--- src/rtl/mul16_seq.sv ---
// Sequential unsigned WIDTH x WIDTH shift-and-add multiplier that borrows the ALU's shared adder.
// It runs one add per cycle for WIDTH cycles, then pulses done with the 2*WIDTH-bit product.
module mul16_seq #(
  parameter int WIDTH = 16
) (
  input  logic               clk,
  input  logic               rst_n,
  input  logic               start,
  input  logic [WIDTH-1:0]   a16,
  input  logic [WIDTH-1:0]   b16,
  output logic               busy,
  output logic               done,
  output logic [2*WIDTH-1:0] prod32,
  output logic [WIDTH-1:0]   add_a,
  output logic [WIDTH-1:0]   add_b,
  output logic               add_cin,
  input  logic [WIDTH-1:0]   add_sum,
  input  logic               add_cout
);

  localparam int            CW   = (WIDTH > 1) ? $clog2(WIDTH) : 1;
  localparam logic [CW-1:0] LAST = CW'(WIDTH - 1);

  typedef enum logic [1:0] {
    IDLE = 2'd0,
    RUN  = 2'd1,
    DONE = 2'd2
  } state_e;

  state_e             state_q, state_d;
  logic [WIDTH-1:0]   acc_hi_q, acc_hi_d;
  logic [WIDTH-1:0]   acc_lo_q, acc_lo_d;
  logic [WIDTH-1:0]   mcand_q, mcand_d;
  logic [CW-1:0]      cnt_q, cnt_d;
  logic [2*WIDTH-1:0] prod_q, prod_d;
  logic [2*WIDTH-1:0] shifted;

  // Adder drive stays in its own process so the external adder path never loops back into one block.
  assign add_a   = (state_q == RUN) ? acc_hi_q : '0;
  assign add_b   = (state_q == RUN && acc_lo_q[0]) ? mcand_q : '0;
  assign add_cin = 1'b0;

  assign busy    = (state_q != IDLE);
  assign done    = (state_q == DONE);
  assign prod32  = prod_q;

  // WIDTH+1-bit sum (carry included) shifted right into the accumulator pair.
  assign shifted = {add_cout, add_sum, acc_lo_q[WIDTH-1:1]};

  always_comb begin
    // NOTE: every _d starts as its _q, so no branch leaves a signal unassigned and no latch is inferred.
    state_d  = state_q;
    acc_hi_d = acc_hi_q;
    acc_lo_d = acc_lo_q;
    mcand_d  = mcand_q;
    cnt_d    = cnt_q;
    prod_d   = prod_q;

    case (state_q)
      IDLE: begin
        if (start) begin
          mcand_d  = a16;
          acc_lo_d = b16;
          acc_hi_d = '0;
          cnt_d    = '0;
          state_d  = RUN;
        end
      end
      RUN: begin
        {acc_hi_d, acc_lo_d} = shifted;
        cnt_d                = cnt_q + 1'b1;
        if (cnt_q == LAST) begin
          prod_d  = shifted;
          state_d = DONE;
        end
      end
      DONE:    state_d = IDLE;
      default: state_d = IDLE;
    endcase
  end

  // NOTE: non-blocking assignments so every register updates from pre-edge values in parallel.
  always_ff @(posedge clk or negedge rst_n) begin
    if (!rst_n) begin
      state_q  <= IDLE;
      acc_hi_q <= '0;
      acc_lo_q <= '0;
      mcand_q  <= '0;
      cnt_q    <= '0;
      prod_q   <= '0;
    end else begin
      state_q  <= state_d;
      acc_hi_q <= acc_hi_d;
      acc_lo_q <= acc_lo_d;
      mcand_q  <= mcand_d;
      cnt_q    <= cnt_d;
      prod_q   <= prod_d;
    end
  end

endmodule

--- config.mk ---
export PLATFORM = sky130hd
export DESIGN_NAME = mul16_seq
export DESIGN_NICKNAME = d
export VERILOG_FILES = /design/src/rtl/mul16_seq.sv
export SDC_FILE = /design/constraint.sdc
export NUM_CORES = 1
export LEC_CHECK = 0
export CAP_MARGIN = 40
export CORE_MARGIN = 1.5
export CORE_UTILIZATION = 50
export CTS_BUF_LIST = sky130_fd_sc_hd__clkbuf_16
export CTS_CLUSTER_DIAMETER = 200
export CTS_CLUSTER_SIZE = 20
export DETAILED_ROUTE_END_ITERATION = 10
export GPL_ROUTABILITY_DRIVEN = 1
export PLACE_DENSITY = 0.85
export SYNTH_ARGS = -nofsm -noshare
export SYNTH_HDL_FRONTEND = slang
export SYNTH_SLANG_ARGS = --single-unit
--- constraint.sdc ---
create_clock -name clk -period 2.8 [get_ports clk]
set_clock_uncertainty 0.05 [all_clocks]
set_input_delay 0.84 -clock clk [delete_from_list [all_inputs] [get_ports clk]]
set_output_delay 0.84 -clock clk [all_outputs]
set_load 0.03 [all_outputs]
# == After elaboration in Yosys (flattened, before gate mapping) ==
# Index checks and enable logic that the tools add are counted.
# op_classes
addsub,1
eq_ne,5
muxes,11
n_reduce_logical,8
# op_table
operator,n
$mux W16,4
$pmux W16 S2,2
$pmux W4 S2,1
$reduce_and A2 Y1,4
$add A4 B1 Y4 const B,1
$eq A4 B4 Y1 const B,1
$mux W2,2
$mux W4,1
$pmux W2 S2,1
$reduce_bool A2 Y1,2
$eq A2 B1 Y1 const B,1
$eq A2 B2 Y1 const B,1
$logic_not A2 Y1,1
$ne A2 B1 Y1 const B,1
$ne A2 B2 Y1 const B,1
$logic_and A1 B1 Y1,1
# word_totals
register_bits,86

# == Depth between registers and ports, before layout ==
# depth
ltp_word,3
mapped_depth,6
mapped_depth_nobuf,4

# == Worst setup path before layout ==
# Ideal clock, no wire load.
# synth_path
kind,reg2out
from,register state_q[0]
to,output add_b[0]
arrival_ns,1.280
t_required_ns,1.910
setup_slack_ns,0.630
stages_incl_launch_ff,6
path_buffers,3
path_cell_list,dfrtp_1 -> buf_2 -> nor2b_1 -> buf_2 -> clkbuf_1 -> and3_1
# synth_via
elab_chain_cells,3
# synth_lines
element,line_no,source
"start, declared",30,"state_e state_q, state_d;"
"start signal, assigned",92,state_q <= state_d;
$eq A2 B1 Y1,40,assign add_b = (state_q == RUN && acc_lo_q[0]) ? mcand_q : '0;
$logic_and A1 B1 Y1,40,
$mux W16,40,
"end, declared",15,"output logic [WIDTH-1:0] add_b,"
# Every way passes these cells.

# == Final worst setup path ==
# layout_path
from,register state_q[0]
to,output busy
# layout_via
elab_chain_cells,1
# layout_lines
element,line_no,source
$reduce_bool A2 Y1,43,assign busy = (state_q != IDLE);
"end, declared",11,"output logic busy,"
# Every way passes these cells.

==> flow_summary_export.csv <==
group,metric,value,unit
clock_tree,cts_max_level,3,
clock_tree,cts.sinks,86,
die,fp.dieW,90.42,um
sta,tightestPinTransition,0.5654,ns
die,floorplan.die.height,90.42,um
min_path,min_from,"mcand_q[1]$_DFFE_PN0P_",
die,dieArea,0.008176,sq mm
clock_tree,clockRootBuffer,"sky130_fd_sc_hd__clkbuf_16",
critical_path,timing.critical_path.required,1.91,ns
logic_synthesis,count_of_warnings_emitted_by_yosys,0,
logic_synthesis,synth.net_count,377,
power_and_ir_drop,cellLeakagePower,2.459,nW
sta,max_freq,0.3891,GHz
logic_synthesis,library_cells_used_by_synthesis,32,
sta,min_hold_slack,0.4487,ns
global_routing,global_route_wire_length_before_repair,14530,um
detailed_routing,finalWirelength,8579,um
placed_design,place.detailed.hpwl,5950,um
global_routing,initial_antenna_violation_count,0,
critical_path,setup.worst_path.end_class,"output pin",
sta,layout_worst_path_cycle_share,0.9178,
global_routing,grt_overflow_total,0,
sta,final-setup-viol-count,0,
sta,final_period_minus_worst_setup_slack,2.570,ns
logic_synthesis,netlist_instances,324,
logic_synthesis,postSynthRegisterBits,86,
logic_synthesis,cell_area_after_technology_mapping,0.003821,sq mm
critical_path,reg2reg_to,"prod32[27]$_DFFE_PN0P_",
detailed_routing,viasPerCell,5.254,
finish,final_layout_size_suffix_gt1_frac,0.2539,
logic_synthesis,synth_top_cells_by_area,"sky130_fd_sc_hd__dfrtp_1 56%, sky130_fd_sc_hd__mux2_2 11%, sky130_fd_sc_hd__mux2_4 4.7%",
critical_path,max_fanout_on_critical_path,5,
clock_tree,clock_latency,0.32,ns
min_path,min_path_cells,1,
logic_synthesis,synth-adder-area-share,0.003274,
critical_path,timing.critical_path.from_type,"flip-flop",
logic_synthesis,xor_xnor_cell_area_share_of_the_yosys_netlist,0,
critical_path,cp_cell_sequence,"or2_2, clkdlybuf4s50_1",
logic_synthesis,compound_cell_area_share_of_the_yosys_netlist,0.09823,
run,max_cap_violations,0,
sta,slew_violations,0,
sta,timing_hold_violations_final,0,
sta,timing.setup.tns,0,ns
placed_design,placement.io_buffers,117,
sta,fin_ws,0.2300,ns
power_and_ir_drop,cellPowerDensity,1157,mW/mm^2
finish,antenna_cells_inserted,0,
placed_design,post-place-ws,0.4035,ns
critical_path,cp.arrival,1.68,ns
clock_tree,clock_tree_from_tritoncts,"yes",
outcome,result_of_the_run,"finished clean",
detailed_routing,firstDrtPassIters,4,
clock_tree,ctsResizeCount,0,
placed_design,placement.cell_area,0.005025,sq mm
logic_synthesis,yosys-mux-area-fraction,0.1562,
clock_tree,cts.reportedPaths.clkPinSlew,0.06,ns
placed_design,gp_congestion,0.8109,
critical_path,r2r.worst_path.cells,5,
clock_tree,cts_post_setup_buffers_inserted,0,
sta,rsz0062_at_grt,"false",
finish,layout.core_utilization,0.7273,
global_routing,vias_in_the_first_global_route,2877,
critical_path,worst_r2r_start,"state_q[1]$_DFFE_PN0P_",
detailed_routing,detail_route.drc_violations,0,
min_path,worst_hold_path.endpoint,"mcand_q[1]$_DFFE_PN0P_",
logic_synthesis,synth_simple_gate_area_frac,0.1352,
clock_tree,cts_hold_buffers,0,
logic_synthesis,synth_sequential_area_ratio,0.5632,
logic_synthesis,synth_top_family_by_area,"multiplexers",
global_routing,global_route.usage.total,0.2219,
finish,final_design_area_no_fill,0.005331,sq mm
finish,most_frequent_standard_cell_in_the_layout_excluding_fill_and_tap_cells,"sky130_fd_sc_hd__dfrtp_1",
critical_path,critical-path-slowest-cell,"sky130_fd_sc_hd__clkdlybuf4s50_1",
critical_path,ff2ff_setup_slack,0.70,ns
die,floorplan.io_pins,119,
logic_synthesis,syn_avg_cell_area,11.79,sq um
sta,slew-limit-headroom,0.6223,
detailed_routing,drt-initial-drc-count,120,
die,core_area,0.007331,sq mm
critical_path,cpPeakStageDelay,0.60,ns
global_routing,largest_net_degree_at_the_start_of_global_routing,44,
finish,design.final.nets,493,
min_path,timing.hold.worst.class,"flip-flop to flip-flop",
logic_synthesis,synth_top_area_frac,0.5632,
detailed_routing,drt.antenna.violating_nets,0,
detailed_routing,routed_wire_length_per_instance,15.77,um
die,fp-row-count,31,
clock_tree,clock_tree.buffer_depth,2,
clock_tree,cts_made_buffers,9,
finish,n_fill_cell,527,
critical_path,timing_worst_setup_path_type,"flip-flop to output pin",
detailed_routing,via_count,2858,
finish,layout.cells.most_common_list,"86 x sky130_fd_sc_hd__dfrtp_1, 84 x sky130_fd_sc_hd__clkdlybuf4s50_1, 42 x sky130_fd_sc_hd__buf_4",
die,starting_density,0.5212,
power_and_ir_drop,vdd_ir_drop_max,0.0006618,V
logic_synthesis,yosys.area.top_type,"sky130_fd_sc_hd__dfrtp_1",
finish,area_growth,39.52,%
==> sequential cells by signal (all words and copies together) (netlist names) <==
register  count
cnt_q         4
state_q       2
acc_hi_q     16
acc_lo_q     16
mcand_q      16
prod32       32
==> cell families after synthesis <==
group	after synthesis
fa+ha+maj	1
buf+inv	25
compound gates	65
flops	86
simple gates	97
mux	49
other cells	1
==> Yosys cell counts <==
| cell | count |
|---|---|
| sky130_fd_sc_hd__nor2b_1 | 13 |
| sky130_fd_sc_hd__nand3_1 | 3 |
| sky130_fd_sc_hd__dfrtp_1 | 86 |
| sky130_fd_sc_hd__o21bai_1 | 1 |
| sky130_fd_sc_hd__nand2b_1 | 1 |
| sky130_fd_sc_hd__o311ai_0 | 1 |
| sky130_fd_sc_hd__conb_1 | 1 |
| sky130_fd_sc_hd__nand2_1 | 41 |
| sky130_fd_sc_hd__mux2_2 | 37 |
| sky130_fd_sc_hd__nor2_4 | 1 |
| sky130_fd_sc_hd__a22oi_1 | 15 |
| sky130_fd_sc_hd__clkbuf_1 | 5 |
| sky130_fd_sc_hd__ha_1 | 1 |
| sky130_fd_sc_hd__buf_8 | 1 |
| sky130_fd_sc_hd__a22o_1 | 1 |
| sky130_fd_sc_hd__or2_2 | 1 |
| sky130_fd_sc_hd__and3b_1 | 1 |
| sky130_fd_sc_hd__buf_2 | 11 |
| sky130_fd_sc_hd__nor2b_4 | 1 |
| sky130_fd_sc_hd__buf_6 | 5 |
| sky130_fd_sc_hd__a21oi_1 | 12 |
| sky130_fd_sc_hd__and2_1 | 16 |
| sky130_fd_sc_hd__and2b_1 | 1 |
| sky130_fd_sc_hd__buf_1 | 1 |
| sky130_fd_sc_hd__and3_1 | 16 |
| sky130_fd_sc_hd__a21o_1 | 1 |
| sky130_fd_sc_hd__o21ai_0 | 32 |
| sky130_fd_sc_hd__buf_4 | 2 |
| sky130_fd_sc_hd__nor2_1 | 1 |
| sky130_fd_sc_hd__mux2_4 | 12 |
| sky130_fd_sc_hd__nor2b_2 | 1 |
| sky130_fd_sc_hd__o21ai_1 | 2 |
==> metrics by stage <==
step                std cells  power [mW]
global route              544       6.535
CTS                       544       6.228
floorplan                 324       3.889
global placement          528       4.885
finish                    544       6.170
detailed placement        528       4.986
==> power by group <==
part           internal [mW]  switching (mW)
Clock                  0.769           0.452
Sequential              1.76           0.340
Combinational           1.31            1.54
==> worst max-delay path: cells and delay by family (launching register included) <==
family,cells,cell delay [ns]
AND/OR/NAND/NOR,1,0.32
flip-flops,1,0.43
buffers and inverters,1,0.60
==> worst max path at each step <==
stage,startpoint,to,slack (ns),cells after the start
5_1_grt,state_q[0]$_DFFE_PN0P_,add_a[14],0.11,4
3_5_place_dp,start,mcand_q[2]$_DFFE_PN0P_,0.40,5
2_1_floorplan,state_q[0]$_DFFE_PN0P_,add_b[0],0.63,5
3_3_place_gp,start,mcand_q[1]$_DFFE_PN0P_,0.42,5
4_1_cts,state_q[0]$_DFFE_PN0P_,add_b[8],0.22,4
6_report,state_q[0]$_DFFE_PN0P_,busy,0.23,2
==> layer usage <==
metal  track usage  wire, um  up-vias
met5             0         0        -
met4       0.08069       181        0
met3       0.04882       481       12
met2        0.3554      4218       97
met1        0.2972      3698     1399
li1              -         -     1350
==> layout make-up <==
class	count	area, sq um	area share
tap	99	123.9	0.02323
multi-input combinational	213	1513	0.2837
timing repair buffer	130	1236	0.2319
clock inverter	7	81.33	0.01525
clock buffer	9	225.2	0.04224
sequential	86	2152	0.4037
(Power assumes the default switching activity.)
